`src/rtl/sccb_cfg_arbiter.sv`:
```
// Round-robin arbiter sharing one SCCB write master between two camera
// configuration sequencers, with setup, retry, timeout and gap sequencing.
module sccb_cfg_arbiter #(
   parameter logic [7:0] DEV_ID         = 8'h42,
   parameter int         SETUP_CYCLES   = 4,
   parameter int         GAP_CYCLES     = 100,
   parameter int         MAX_RETRY      = 3,
   parameter int         TIMEOUT_CYCLES = 50000
) (
   input  logic       clk,
   input  logic       reset,
   input  logic       req0,
   input  logic [7:0] addr0,
   input  logic [7:0] data0,
   output logic       ack0,
   output logic       err0,
   input  logic       req1,
   input  logic [7:0] addr1,
   input  logic [7:0] data1,
   output logic       ack1,
   output logic       err1,
   output logic       m_start,
   output logic [7:0] m_dev_id,
   output logic [7:0] m_reg_addr,
   output logic [7:0] m_reg_data,
   input  logic       m_done,
   input  logic       m_nack,
   output logic       cam_sel,
   output logic       busy
);

   localparam int CMAX0 =
      (TIMEOUT_CYCLES > GAP_CYCLES) ? TIMEOUT_CYCLES : GAP_CYCLES;
   localparam int CMAX =
      (CMAX0 > SETUP_CYCLES) ? CMAX0 : SETUP_CYCLES;
   localparam int CW = $clog2(CMAX + 1);
   localparam int RW = $clog2(MAX_RETRY + 2);

   localparam logic [CW-1:0] SETUP_LAST = CW'(SETUP_CYCLES - 1);
   localparam logic [CW-1:0] GAP_LAST   = CW'(GAP_CYCLES - 1);
   localparam logic [CW-1:0] TO_LAST    = CW'(TIMEOUT_CYCLES - 1);
   localparam logic [RW-1:0] RETRY_MAX  = RW'(MAX_RETRY);
   localparam logic [CW-1:0] CNT_ONE    = CW'(1);
   localparam logic [RW-1:0] RETRY_ONE  = RW'(1);

   typedef enum logic [2:0] {
      S_IDLE,
      S_SELECT,
      S_START,
      S_WAIT,
      S_GAP
   } state_e;

   state_e        state_q;
   logic [CW-1:0] cnt_q;
   logic [RW-1:0] retry_q;
   logic          retry_pend_q;
   logic          last_q;
   logic          sel_q;
   logic          ack0_q;
   logic          ack1_q;
   logic          err0_q;
   logic          err1_q;
   logic          start_q;
   logic          busy_q;
   logic [7:0]    addr_q;
   logic [7:0]    data_q;

   logic          gnt_vld_d;
   logic          gnt_idx_d;
   logic [7:0]    gnt_addr_d;
   logic [7:0]    gnt_data_d;
   logic          ok_d;
   logic          fail_d;

   // Under contention the requester that was not served last wins.
   always_comb begin
      gnt_vld_d = req0 | req1;
      gnt_idx_d = 1'b0;
      if (req0 && req1) begin
         gnt_idx_d = ~last_q;
      end else begin
         gnt_idx_d = req1;
      end
      gnt_addr_d = gnt_idx_d ? addr1 : addr0;
      gnt_data_d = gnt_idx_d ? data1 : data0;
   end

   // A done pulse takes precedence over a coincident timeout.
   always_comb begin
      ok_d   = m_done & ~m_nack;
      fail_d = (m_done & m_nack) | (~m_done & (cnt_q == TO_LAST));
   end

   always_ff @(posedge clk) begin
      if (reset) begin
         state_q      <= S_IDLE;
         cnt_q        <= '0;
         retry_q      <= '0;
         retry_pend_q <= 1'b0;
         last_q       <= 1'b1;
         sel_q        <= 1'b0;
         ack0_q       <= 1'b0;
         ack1_q       <= 1'b0;
         err0_q       <= 1'b0;
         err1_q       <= 1'b0;
         start_q      <= 1'b0;
         busy_q       <= 1'b0;
         addr_q       <= '0;
         data_q       <= '0;
      end else begin
         ack0_q  <= 1'b0;
         ack1_q  <= 1'b0;
         err0_q  <= 1'b0;
         err1_q  <= 1'b0;
         start_q <= 1'b0;
         unique case (state_q)
            S_IDLE: begin
               if (gnt_vld_d) begin
                  state_q      <= S_SELECT;
                  sel_q        <= gnt_idx_d;
                  last_q       <= gnt_idx_d;
                  addr_q       <= gnt_addr_d;
                  data_q       <= gnt_data_d;
                  retry_q      <= '0;
                  retry_pend_q <= 1'b0;
                  cnt_q        <= '0;
                  busy_q       <= 1'b1;
               end
            end
            S_SELECT: begin
               if (cnt_q == SETUP_LAST) begin
                  state_q <= S_START;
                  start_q <= 1'b1;
                  cnt_q   <= '0;
               end else begin
                  cnt_q <= cnt_q + CNT_ONE;
               end
            end
            S_START: begin
               state_q <= S_WAIT;
               cnt_q   <= '0;
            end
            S_WAIT: begin
               if (ok_d) begin
                  state_q <= S_GAP;
                  cnt_q   <= '0;
                  ack0_q  <= ~sel_q;
                  ack1_q  <= sel_q;
               end else if (fail_d) begin
                  state_q <= S_GAP;
                  cnt_q   <= '0;
                  if (retry_q == RETRY_MAX) begin
                     ack0_q <= ~sel_q;
                     ack1_q <= sel_q;
                     err0_q <= ~sel_q;
                     err1_q <= sel_q;
                  end else begin
                     retry_q      <= retry_q + RETRY_ONE;
                     retry_pend_q <= 1'b1;
                  end
               end else begin
                  cnt_q <= cnt_q + CNT_ONE;
               end
            end
            S_GAP: begin
               if (cnt_q == GAP_LAST) begin
                  cnt_q <= '0;
                  if (retry_pend_q) begin
                     state_q      <= S_START;
                     start_q      <= 1'b1;
                     retry_pend_q <= 1'b0;
                  end else begin
                     state_q <= S_IDLE;
                     busy_q  <= 1'b0;
                  end
               end else begin
                  cnt_q <= cnt_q + CNT_ONE;
               end
            end
            default: begin
               state_q <= S_IDLE;
               busy_q  <= 1'b0;
            end
         endcase
      end
   end

   assign ack0       = ack0_q;
   assign ack1       = ack1_q;
   assign err0       = err0_q;
   assign err1       = err1_q;
   assign m_start    = start_q;
   assign m_dev_id   = DEV_ID;
   assign m_reg_addr = addr_q;
   assign m_reg_data = data_q;
   assign cam_sel    = sel_q;
   assign busy       = busy_q;

endmodule
```
`config.mk`:
```
export PLATFORM = sky130hd
export DESIGN_NAME = sccb_cfg_arbiter
export DESIGN_NICKNAME = d
export VERILOG_FILES = /design/src/rtl/sccb_cfg_arbiter.sv
export SDC_FILE = /design/constraint.sdc
export NUM_CORES = 1
export LEC_CHECK = 0
export CAP_MARGIN = 20
export CELL_PAD_IN_SITES_DETAIL_PLACEMENT = 1
export CELL_PAD_IN_SITES_GLOBAL_PLACEMENT = 1
export CORE_MARGIN = 2
export CORE_UTILIZATION = 37
export DETAILED_ROUTE_END_ITERATION = 8
export GPL_ROUTABILITY_DRIVEN = 0
export PLACE_DENSITY = 0.84
export SYNTH_ARGS = -nofsm -noshare
export SYNTH_HDL_FRONTEND = slang
export SYNTH_SLANG_ARGS = --single-unit
export TNS_END_PERCENT = 30
```
`constraint.sdc`:
```
create_clock -name clk -period 3.3 [get_ports clk]
set_input_delay 0.495 -clock clk [delete_from_list [all_inputs] [get_ports clk]]
set_output_delay 0.495 -clock clk [all_outputs]
set_load 0.01 [all_outputs]
```
==> out/qor.csv, run 1 <==
metric,value,unit
status,completed,
data arrival time of the critical path,2.52,ns
crit path time final,2.321,ns
area delta synth->final,28.70,%
Clock H-tree levels,2,
leakage power,1.159,nW
CTS resizes,0,
Root Driver,clkbuf_8,
VDD IR max,0.2869,mV
classification of the worst setup path,flip-flop to flip-flop,
Via density,5.329,
setup TNS,0,ns
fin. max-slew vios,0,
number of remaining DRC errors,0,
Post-Syn Area,2411,µm²
WL/cell,15.35,µm
vias in the first global route,2203,
CTS tree,built,
worst hold-check path type,flip-flop to flip-flop,
"FF+latch count, synth",47,
num ports,69,
largest net degree at the start of global routing,34,
ANT cells,0,
"wirelength, routed",6292,µm
deepest clock path buffer count,2,
Synth cell types,46,
final setup vio count,0,
core box area,6314,µm²
gr usage total,0.1779,
total power,0.001509,W
hold_buf cts,0,
layout cells sized above 1,0.05706,
Initial Util,0.3819,
fin area,3103,µm²
DRT antenna net count,0,
HPWL after detailed placement,4785,µm
via count,2185,
total CTS buffers,5,
CP Launch Type,flip-flop,
die area,7178,µm²
Syn Area/Cell,8.580,µm²
RSZ-0062 raised after global routing,false,
I/O Buffers,60,
placed inst area,3022,µm²
NumNets Final,373,
synthesized instance count,281,
# Max-Cap Violations,0,
setup bufs post-CTS,0,
final hold vios,0,
Clock Skew,0.005270,ns
first-pass GRT wire length,10320,µm
Rows,29,
Pre-Repair DR Iteration Count,5,
Final Cycle Share,0.7034,
normalized max-slew margin,0.5765,
clk_lat worst skew,0.30,ns
First DRT Iteration DRCs,78,
clock sink count,47,
initial antenna violation count,0,
crit end category,flip-flop,
Worst-path clk slew,0.08,ns
Die Width,84.73,µm
GR Overflow Total,0,
"Seq/Total Area, Yosys",0.3902,
Cell Pwr Density,486.5,nW/µm²
Worst EP required,3.50,ns
Synth Warn #,0,
Slew @ Worst Pin,0.6352,ns
fmax,430.8,MHz
crit-path max FO,23,
Die Y,84.73,µm
## metal layers
metal,wire [µm],track usage,vias to the layer above
li1,-,-,1089
met2,3237,0.3114,36
met4,135,0.06205,0
met5,0,0,-
met1,2734,0.2154,1050
met3,184,0.03736,10
## power breakdown
group	switching (W)	total [W]	internal, W
registers	0.0000515	0.000682	0.000631
clock network	0.000184	0.000333	0.000149
logic	0.000255	0.000495	0.000240
total	0.000490	0.00151	0.00102
## final cells by class
cell class | count | area [µm²]
inverter | 6 | 22.52
fill | 749 | 3211
multi-input combinational | 207 | 1324
clock buffer | 7 | 76.32
timing repair buffer | 65 | 638.1
tap | 77 | 96.34
sequential | 47 | 940.9
clock inverter | 1 | 5.005
## critical path: stages (launching register included)
cell     delay (ns)
dfxtp_1        0.37
ha_1           0.27
nor4b_2        0.26
nand4_2        0.22
o31ai_4        0.34
a31oi_4        0.30
a21o_1         0.24
a22o_1         0.22
## sequential cells by signal, indices dropped and copies added, names as in the netlist, 3 cells and up
| signal | flops |
|---|---|
| cnt_q | 16 |
| m_reg_addr | 8 |
| m_reg_data | 8 |
| retry_q | 3 |
| state_q | 3 |
## cell usage after synthesis (all sizes together)
cell type / count / area (µm²)
nor4: 5 / 37.53
a22oi: 1 / 7.510
a21oi: 14 / 70.07
buf: 17 / 115.1
nand3: 10 / 50.05
and2: 2 / 12.51
a21o: 4 / 30.03
or3: 4 / 25.02
and3: 5 / 31.28
nor3b: 1 / 7.510
xnor2: 1 / 8.760
a21boi: 1 / 7.510
nand2b: 1 / 6.260
conb: 2 / 7.510
and3b: 1 / 8.760
nor3: 5 / 25.02
a211oi: 16 / 120.1
o31ai: 1 / 21.27
nor4bb: 1 / 10.01
mux2i: 23 / 230.2
a22o: 4 / 35.03
ha: 3 / 37.54
o211ai: 1 / 21.27
o21bai: 1 / 7.510
nand4: 6 / 43.79
o21ai: 7 / 35.03
nor4b: 2 / 23.77
and4: 1 / 8.760
nand3b: 7 / 52.55
nor2: 38 / 142.6
clkbuf: 10 / 37.54
a31oi: 5 / 46.29
o21a: 3 / 22.52
dfxtp: 47 / 940.9
nor2b: 2 / 12.51
nand2: 22 / 82.58
o22ai: 1 / 6.260
inv: 6 / 22.52
## layout by cell type, fill, tap and decap left out, types with 6 or more instances in the layout
master            n
clkdlybuf4s50_1  60
dfxtp_1          47
nor2_1           38
mux2i_1          23
nand2_1          22
a211oi_1         16
a21oi_1          14
nand3_1          10
conb_1            8
nand3b_1          7
inv_1             6
## per-stage QoR
stage | setup slack [ns] | std cells | utilization | hold slack [ns]
floorplan | 1.330 | 287 | - | 0.4319
global placement | 1.014 | 402 | 0.4786 | 0.4420
detailed placement | 0.9168 | 402 | 0.4786 | 0.4593
CTS | 0.9983 | 410 | 0.4915 | 0.4710
global route | 0.7468 | 410 | 0.4915 | 0.5068
finish | 0.9789 | 410 | 0.4915 | 0.4621
## logic make-up after synthesis
family / count (synthesis) / synth area share
and+or+nand+nor: 113 / 0.2408
AOI/OAI and AO/OA: 59 / 0.1785
other: 2 / 0.003115
adders and majority gates: 3 / 0.01557
xor gates and xnor gates: 1 / 0.003633
DFF: 47 / 0.3902
muxes: 23 / 0.09548
buffers and inverters: 33 / 0.07265
## worst paths after layout
path,from,to,slack (ns),cells past startpoint
setup / recovery,cnt_q[0]$_SDFFE_PP0P_,cnt_q[8]$_SDFFE_PP0P_,0.98,7
hold / removal,retry_q[2]$_SDFFE_PP0P_,retry_q[2]$_SDFFE_PP0P_,0.46,2
setup reg to reg,cnt_q[0]$_SDFFE_PP0P_,cnt_q[8]$_SDFFE_PP0P_,0.98,7
hold reg to reg,retry_q[2]$_SDFFE_PP0P_,retry_q[2]$_SDFFE_PP0P_,0.46,2
Power figures use the tool's default switching activity.
==> inputs of run 2 (changes only) <==
Settings changed: CORE_UTILIZATION 37 to 31, PLACE_DENSITY 0.84 to 0.75.
Clock period 3.3 ns to 2.1 ns, I/O delays scaled along.
==> out/qor.csv, run 2 (synthesis results as in run 1) <==
metric,value,unit,change
die area,8499,µm²,+18%
HPWL after detailed placement,4909,µm,+2.6%
Cell Pwr Density,777.7,nW/µm²,+60%
initial antenna violation count,0,,unchanged
Worst Slack Setup Final,0.09229,ns,-0.8866 ns
final cell count without fillers,445,,+8.5%
Pre-Repair DR Iteration Count,4,,-1
sw power,0.0008185,W,+67%
final hold vios,0,,unchanged
via count,2252,,+3.1%
Largest register FFs,16,,unchanged
Clock H-tree levels,2,,unchanged
setup bufs post-CTS,0,,unchanged
Clock Skew,0.01314,ns,+0.007868 ns
CTS tree,built,,
final setup vio count,0,,unchanged
NumNets Final,383,,+2.7%
FF-to-FF End,cnt_q[13]$_SDFFE_PP0P_,,
Worst-path clk slew,0.09,ns,about the same
classification of the worst setup path,flip-flop to flip-flop,,
Internal,0.001780,W,+75%
status,completed,,
data arrival time of the critical path,2.22,ns,-0.30 ns
"most common cell after layout, fill and taps aside",clkdlybuf4s50_1,,
Storage cell area,945.9,µm²,+0.53%
sw frac,0.3150,,-0.009631
WHS Path Cells,2,,unchanged
Die Width,92.19,µm,+8.8%
crit end category,flip-flop,,
VDD IR max,0.2978,mV,+3.8%
Reg power frac,0.414,,-0.038
largest net degree at the start of global routing,34,,unchanged
clock sink count,47,,unchanged
CP Launch Type,flip-flop,,
multi-input logic area,1391,µm²,+5.1%
clock share of power,0.262,,+0.042
placed cells,437,,+8.7%
worst hold endpoint,retry_q[2]$_SDFFE_PP0P_,,
total CTS buffers,5,,unchanged
number of remaining DRC errors,0,,unchanged
hold_buf cts,0,,unchanged
most frequent cells in the layout,"clkdlybuf4s50_1 (60), dfxtp_1 (45), nor2_1 (38)",,
pre-CTS setup slack,-0.07639,ns,-0.9932 ns
Die Y,92.19,µm,+8.8%
Rows,32,,+10%
core box area,7647,µm²,+21%
Largest Register,cnt_q,,
worst hold-check path type,flip-flop to flip-flop,,
Root Driver,clkbuf_8,,
deepest clock path buffer count,2,,unchanged
vias in the first global route,2239,,+1.6%
fmax,498.1,MHz,+16%
Initial Util,0.3153,,-0.06661
I/O Buffers,60,,unchanged
area delta synth->final,38.56,%,
# Max-Cap Violations,0,,unchanged
Final Cycle Share,0.9561,,+0.2527
"wirelength, routed",6650,µm,+5.7%
Hold Startpoint,retry_q[2]$_SDFFE_PP0P_,,
gr usage total,0.1565,,-0.02130
fill count,890,,+19%
R2R Setup Slk,0.09,ns,-0.89 ns
fin. max-slew vios,0,,unchanged
Logic pwr share,0.324,,-0.004
crit path time final,2.008,ns,-0.3134 ns
crit-path max FO,22,,-4.3%
First DRT Iteration DRCs,52,,-33%
leakage power,1.241,nW,+7.1%
clk_lat worst skew,0.31,ns,about the same
first-pass GRT wire length,10780,µm,+4.5%
Worst EP required,2.31,ns,-1.19 ns
DRT antenna net count,0,,unchanged
num ports,69,,unchanged
GR Overflow Total,0,,unchanged
ANT cells,0,,unchanged
Reg2Reg Depth,7,,unchanged
Worst R2R Start,cnt_q[3]$_SDFFE_PP0P_,,
layout cells sized above 1,0.1108,,+0.05373
Via density,5.061,,-5.0%
WL/cell,14.94,µm,-2.6%
run 2: cell types whose count changed in the layout (fill, tap and decap cells not counted), moves of 2 or more:
| cell | delta |
|---|---|
| buf_12 | +2 |
| buf_4 | +8 |
| clkbuf_1 | -2 |
| dfxtp_1 | -2 |
run 2: metal layers:
metal | track usage | vias up | part of all wire | wire, µm
met3 | 0.02383 | 5 | 0.022 | 149
met5 | 0 | - | 0 | 0
met1 | 0.1912 | 1103 | 0.44 | 2922
met2 | 0.2825 | 34 | 0.53 | 3494
li1 | - | 1110 | - | -
met4 | 0.04726 | 0 | 0.013 | 84
run 2: critical path, stage by stage, from the launching register on:
cell and delay (ns):
dfxtp_1 0.39, nor3_1 0.37, nand4_4 0.20, o31ai_4 0.31, a31oi_4 0.13, buf_12 0.17
a21o_1 0.15, a22o_1 0.17
run 2: power by group through the flow:
stage	clock, W	combinational [W]	sequential, W
after floorplan	0	0.000456	0.00110
after global placement	0	0.000796	0.00108
after detailed placement	0	0.000824	0.00109
after CTS	0.000704	0.000834	0.00107
after global routing	0.000746	0.000928	0.00109
final	0.000681	0.000841	0.00108
run 2: area by class of cell:
cell class,count,share of cell area
multi-input combinational,207,0.4165
sequential,47,0.2831
timing repair buffer,75,0.2210
tap,102,0.03820
clock buffer,5,0.02060
clock inverter,3,0.01386
inverter,6,0.006742
run 2: what timing repair did:
action,CTS,global route
endpoints found under the setup margin,5,18
gates resized for setup,1,12
pin swaps,0,4
run 2: how the worst max path moves through the flow:
stage	from	to
2_1_floorplan	cnt_q[0]$_SDFFE_PP0P_	cnt_q[11]$_SDFFE_PP0P_
3_3_place_gp	cnt_q[0]$_SDFFE_PP0P_	cnt_q[1]$_SDFFE_PP0P_
3_5_place_dp	cnt_q[0]$_SDFFE_PP0P_	cnt_q[1]$_SDFFE_PP0P_
4_1_cts	cnt_q[0]$_SDFFE_PP0P_	cnt_q[1]$_SDFFE_PP0P_
5_1_grt	cnt_q[0]$_SDFFE_PP0P_	cnt_q[5]$_SDFFE_PP0P_
6_report	cnt_q[3]$_SDFFE_PP0P_	cnt_q[13]$_SDFFE_PP0P_
run 2: stage by stage:
| step | TNS, ns | util | hold slack, ns | power (W) | area (µm²) |
|---|---|---|---|---|---|
| CTS | 0 | 0.4280 | 0.4665 | 0.002609 | 3273 |
| detailed placement | -0.1161 | 0.4123 | 0.4549 | 0.001917 | 3153 |
| global placement | 0 | 0.4123 | 0.4416 | 0.001878 | 3153 |
| finish | 0 | 0.4368 | 0.4580 | 0.002598 | 3341 |
| global route | -0.01060 | 0.4368 | 0.4994 | 0.002767 | 3341 |
| floorplan | 0 | - | 0.4319 | 0.001552 | 2434 |
==> RTL edit 1 (flow settings as in run 2) <==
Put one more register stage on the output `err0`, with the module's reset. The value now appears one clock later. The other outputs are not delayed to match.
--- a/src/rtl/sccb_cfg_arbiter.sv
+++ b/src/rtl/sccb_cfg_arbiter.sv
@@ -189,5 +189,11 @@
    assign ack0       = ack0_q;
    assign ack1       = ack1_q;
-   assign err0       = err0_q;
+   always_ff @(posedge clk) begin
+      if (reset) begin
+         err0 <= '0;
+      end else begin
+         err0 <= err0_q;
+      end
+   end
    assign err1       = err1_q;
    assign m_start    = start_q;
Check against the original RTL: same outputs for any inputs over 10 cycles, from zero or initial values and one cycle with reset high; that may be too few to reach the edited logic, so the function may still have changed.
==> RTL edit 1 against run 2 <==
Routed wire length is 25% higher. Sequential cell count is 1 higher. Area after synthesis is 9.0% higher. Non-clock buffer count is 22 higher. Cell area is 13% higher. Power is 15% lower. Sequential share of layout area is 2.6 points lower. Setup slack worse by 80 ps.
==> RTL edit 1: results (changes against run 2) <==
PWR
-----------------------------------------------------------------------------------
Peak supply drop .....................................................   0.000340 V   +14%
Net Sw Frac ..........................................................        0.251   -0.0642
Clock network power consumption ......................................     0.787 mW   +16%
LEAKAGE ..............................................................      1.38 nW   +11%
Pwr dens .............................................................   588 nW/µm²   -24%
Combinational Power Share ............................................        0.201   -0.123

CRITICAL PATH
-----------------------------------------------------------------------------------
Crit-path max FO .....................................................            6   -73%
R2R Path Start .......................................................     cnt_q[8]
Reg2reg end .......................................................... retry_pend_q
Maximum cell stage delay along the critical path .....................       540 ps   +150 ps
Arrival time of data at the critical path endpoint ...................      2310 ps   +90 ps
Kind of cell with the highest combined delay on the critical path .... simple AND/OR/NAND/NOR gates
Setup slack of the worst register-to-register path ...................        10 ps   -80 ps

SYNTHESIS
-----------------------------------------------------------------------------------
Top cell types by occurrence after synthesis ......................... sky130_fd_sc_hd__dfxtp_1, sky130_fd_sc_hd__nand2_1, sky130_fd_sc_hd__nor2_1, sky130_fd_sc_hd__a21oi_1, sky130_fd_sc_hd__a211oi_1
Share of the yosys chip area belonging to registers ..................        0.366   -0.0247
Number of different library cells in the post-synthesis netlist ......           54   +17%
Area contributors post-synth ......................................... sky130_fd_sc_hd__dfxtp_1, sky130_fd_sc_hd__mux2i_1, sky130_fd_sc_hd__a211oi_1

LAYOUT
-----------------------------------------------------------------------------------
Clock-cell share of area .............................................       0.0342   -0.000272
Footprint of the multi-input gates ...................................     1630 µm²   +17%
Count of placed standard cells in the final layout, fillers left out .          498   +12%
Nets .................................................................          434   +13%
Inverter count of the layout excluding clock inverters ...............            3   -3
Ant. Diodes ..........................................................            0   unchanged
Sequential cell area .................................................      970 µm²   +2.5%
Multi-In Gates .......................................................          238   +15%
Flip-flop and latch count ............................................           48   +2.1%
Fraction of cell area in non-clock buffers ...........................        0.240   +0.0187

TIMING
-----------------------------------------------------------------------------------
Skew final ...........................................................      2.62 ps   -10.5 ps
Final-layout worst hold slack ........................................       454 ps   -4.43 ps

GLOBAL ROUTE
-----------------------------------------------------------------------------------
Global-route met3 utilization ........................................       0.0274   +0.00358
Wire length of the first global-routing pass .........................      13.0 mm   +21%
Met2 track demand over resource ......................................        0.303   +0.0202
GR Layer Usage met1 ..................................................        0.241   +0.0501

ROUTING
-----------------------------------------------------------------------------------
DR WL met2 ...........................................................      4.29 mm   +23%
Mean routed wirelength per cell ......................................      16.7 µm   +12%
Initial detailed-routing violation count .............................          108   +110%
Vias after detailed routing ..........................................         2601   +15%
Met3 WL post-DR ......................................................       214 µm   +44%
Metal-1 WL ...........................................................      3.69 mm   +26%

PLACEMENT
-----------------------------------------------------------------------------------
Post-placement setup slack ...........................................     0.338 ps   +76.7 ps
# placed instances ...................................................          489   +12%
Post-placement cell area .............................................     3570 µm²   +13%
DP Wirelength ........................................................      5.96 mm   +21%
Number of port buffers ...............................................           60   unchanged

WORST HOLD PATH
-----------------------------------------------------------------------------------
Depth of the worst hold-timing path ..................................            1   -1
Hold EP ..............................................................         err0
Beginning of the worst hold path .....................................       err0_q

STATUS
-----------------------------------------------------------------------------------
Run status ........................................................... finished, final reports clean

-- RTL edit 1: worst max path at each step --
stage               from           end  slack, ps
3_3_place_gp    cnt_q[1]    state_q[1]         40
2_1_floorplan   cnt_q[0]     cnt_q[15]        -30
5_1_grt         cnt_q[8]    retry_q[2]        -60
3_5_place_dp   cnt_q[12]      cnt_q[3]        0.3
6_report        cnt_q[8]  retry_pend_q         10
4_1_cts         cnt_q[8]     cnt_q[13]          2
-- RTL edit 1: repair_timing --
action | 4_1_cts | 5_1_grt
setup buffers | 0 | 2
resized for setup | 2 | 11
setup endpoints to repair | 10 | 12
pin swaps | 1 | 4
-- RTL edit 1: kinds of logic (layout without fill, tap and decap cells) --
family	after synthesis	after routing	synth area share
other	2	8	0.00286
adder cells (fa/ha/maj)	3	3	0.0143
buffers and inverters	30	107	0.0590
AND/OR/NAND/NOR	130	130	0.279
multiplexers	18	18	0.0690
AO/OA/AOI/OAI	79	79	0.210
flip-flops	48	48	0.366
==> RTL edit 2 (flow settings as in run 2) <==
Without the edit above. Set the parameter `MAX_RETRY` to 6 (it was 3).
--- a/src/rtl/sccb_cfg_arbiter.sv
+++ b/src/rtl/sccb_cfg_arbiter.sv
@@ -5,5 +5,5 @@
    parameter int         SETUP_CYCLES   = 4,
    parameter int         GAP_CYCLES     = 100,
-   parameter int         MAX_RETRY      = 3,
+   parameter int         MAX_RETRY      = 6,
    parameter int         TIMEOUT_CYCLES = 50000
 ) (
Formal check against the unedited RTL: no difference found for any inputs over 10 cycles, from zero or initial values and one cycle with reset high; that may be too few to reach the edited logic, so the function may still have changed.
==> RTL edit 2 against run 2 <==
Sequential share of layout area shrank 1.8 points. Sequential cell count is the same. Setup slack gained 62 ps. Cell area grew 6.2%. Maximum frequency grew 3.2%. Area after synthesis grew 11%. Routed wire length grew 9.3%. Largest cell class unchanged.
Power is not compared: it rests on default switching activity, and its combinational part moved more than twofold at a synthesized area within 25%.
==> RTL edit 2: results (changes against run 2) <==
CRITICAL PATH
-----------------------------------------------------------------------------------
Kind of cell with the highest combined delay on the critical path .... simple AND/OR/NAND/NOR gates
Crit-path max FO .....................................................            9   -59%
Setup slack of the worst register-to-register path ...................       150 ps   +60 ps
Reg2reg end ..........................................................     cnt_q[4]
Maximum cell stage delay along the critical path .....................       490 ps   +100 ps
Reg2reg path depth ...................................................            6   -1
R2R Path Start .......................................................     cnt_q[9]

WORST HOLD PATH
-----------------------------------------------------------------------------------
Hold WC Path Type .................................................... register to register
Beginning of the worst hold path ..................................... m_reg_addr[6]
Hold EP .............................................................. m_reg_addr[6]

PLACEMENT
-----------------------------------------------------------------------------------
# placed instances ...................................................          474   +8.5%
DP Wirelength ........................................................      5.44 mm   +11%
Post-placement cell area .............................................     3450 µm²   +9.4%
Post-placement setup slack ...........................................       130 ps   +206 ps
Number of port buffers ...............................................           60   unchanged

ROUTING
-----------------------------------------------------------------------------------
Final WL .............................................................      7.27 mm   +9.3%
Metal-1 WL ...........................................................      3.38 mm   +16%
Via count normalized by instance count ...............................         5.25   +3.7%
DR WL met2 ...........................................................      3.59 mm   +2.9%
Uppermost signal routing layer after detailed routing ................         met4
Initial detailed-routing violation count .............................           66   +27%
Met3 WL post-DR ......................................................       187 µm   +26%

SYNTHESIS
-----------------------------------------------------------------------------------
Top cell types by occurrence after synthesis ......................... sky130_fd_sc_hd__dfxtp_1, sky130_fd_sc_hd__nor2_1, sky130_fd_sc_hd__nand2_1, sky130_fd_sc_hd__a21oi_1, sky130_fd_sc_hd__a211oi_1
Async set-reset flop share out of synthesis ..........................            0   unchanged
Area contributors post-synth ......................................... sky130_fd_sc_hd__dfxtp_1, sky130_fd_sc_hd__mux2i_1, sky130_fd_sc_hd__a211oi_1
Average size of a mapped cell ........................................     8.61 µm²   +0.34%
Number of different library cells in the post-synthesis netlist ......           54   +17%
Share of the yosys chip area belonging to registers ..................        0.351   -0.0388
Synthesis warning total ..............................................            0   unchanged

GLOBAL ROUTE
-----------------------------------------------------------------------------------
Largest net degree at the start of global routing ....................           37   +8.8%
Wire length of the first global-routing pass .........................      12.2 mm   +13%
Total Routing Usage GR ...............................................        0.156   -0.000723
Number of global-route vias before repair ............................         2475   +11%

PWR
-----------------------------------------------------------------------------------
LEAKAGE ..............................................................      1.34 nW

CLOCK TREE
-----------------------------------------------------------------------------------
CTS H-tree lvls ......................................................            2   unchanged
Worst skew pair latency ..............................................       310 ps   about the same

LAYOUT
-----------------------------------------------------------------------------------
Nets .................................................................          417   +8.9%
Fraction of final layout cells sized beyond drive strength 1 .........        0.156   +0.0457
Count of placed standard cells in the final layout, fillers left out .          482   +8.3%
Layout fillers .......................................................          975   +9.6%

TIMING
-----------------------------------------------------------------------------------
Skew final ...........................................................      4.92 ps   -8.22 ps

STATUS
-----------------------------------------------------------------------------------
Run status ........................................................... finished, final reports clean

-- RTL edit 2: report_power, final --
part | internal (mW) | switching [mW]
Clock | 0.269 | 0.339
Combinational | 0.220 | 0.180
Sequential | 0.934 | 0.0245
-- RTL edit 2: worst max path at each step --
stage / endpoint / cells after the start / slack, ps / from
detailed placement: cnt_q[4] / 6 / 130 / cnt_q[12]
CTS: cnt_q[4] / 6 / 90 / cnt_q[9]
floorplan: cnt_q[10] / 8 / 340 / cnt_q[0]
global placement: cnt_q[3] / 6 / 170 / cnt_q[12]
global route: cnt_q[3] / 6 / 20 / cnt_q[9]
finish: cnt_q[4] / 6 / 150 / cnt_q[9]
-- RTL edit 2: metal layers --
layer / track usage / vias up
li1: - / 1257
met1: 0.210 / 1222
met2: 0.259 / 41
met3: 0.0195 / 9
met4: 0.0509 / 0
met5: 0 / -
-- RTL edit 2: logic make-up after synthesis --
group / count (synthesis) / synth area share
other cells: 2 / 0.00280
mux: 16 / 0.0598
compound gates: 86 / 0.243
fa+ha+maj: 3 / 0.0140
flops: 47 / 0.351
xor+xnor: 1 / 0.00327
buf+inv: 36 / 0.0836
simple gates: 120 / 0.242
-- RTL edit 2: what timing repair did --
item,CTS,global route
resized for setup,0,1
setup buffers,0,0
endpoints found under the setup margin,0,1
-- RTL edit 2: area by class of cell --
class                   instances  area [µm²]  area share
multi-input cells             234        1540       0.434
flip-flops and latches         47         941       0.265
well taps                     105         131      0.0370
clock buffers                   6        82.6      0.0233
clock inverters                 2        16.3     0.00458
inverters                       5        18.8     0.00529
repair buffers                 83         818       0.231
-- RTL edit 2: per-stage QoR --
step,hold WS [ps],utilization,total power [mW]
after floorplan,458,-,1.18
after global placement,485,0.415,1.37
after detailed placement,495,0.415,1.38
after CTS,506,0.427,1.99
after global routing,524,0.428,2.06
final,501,0.428,1.97
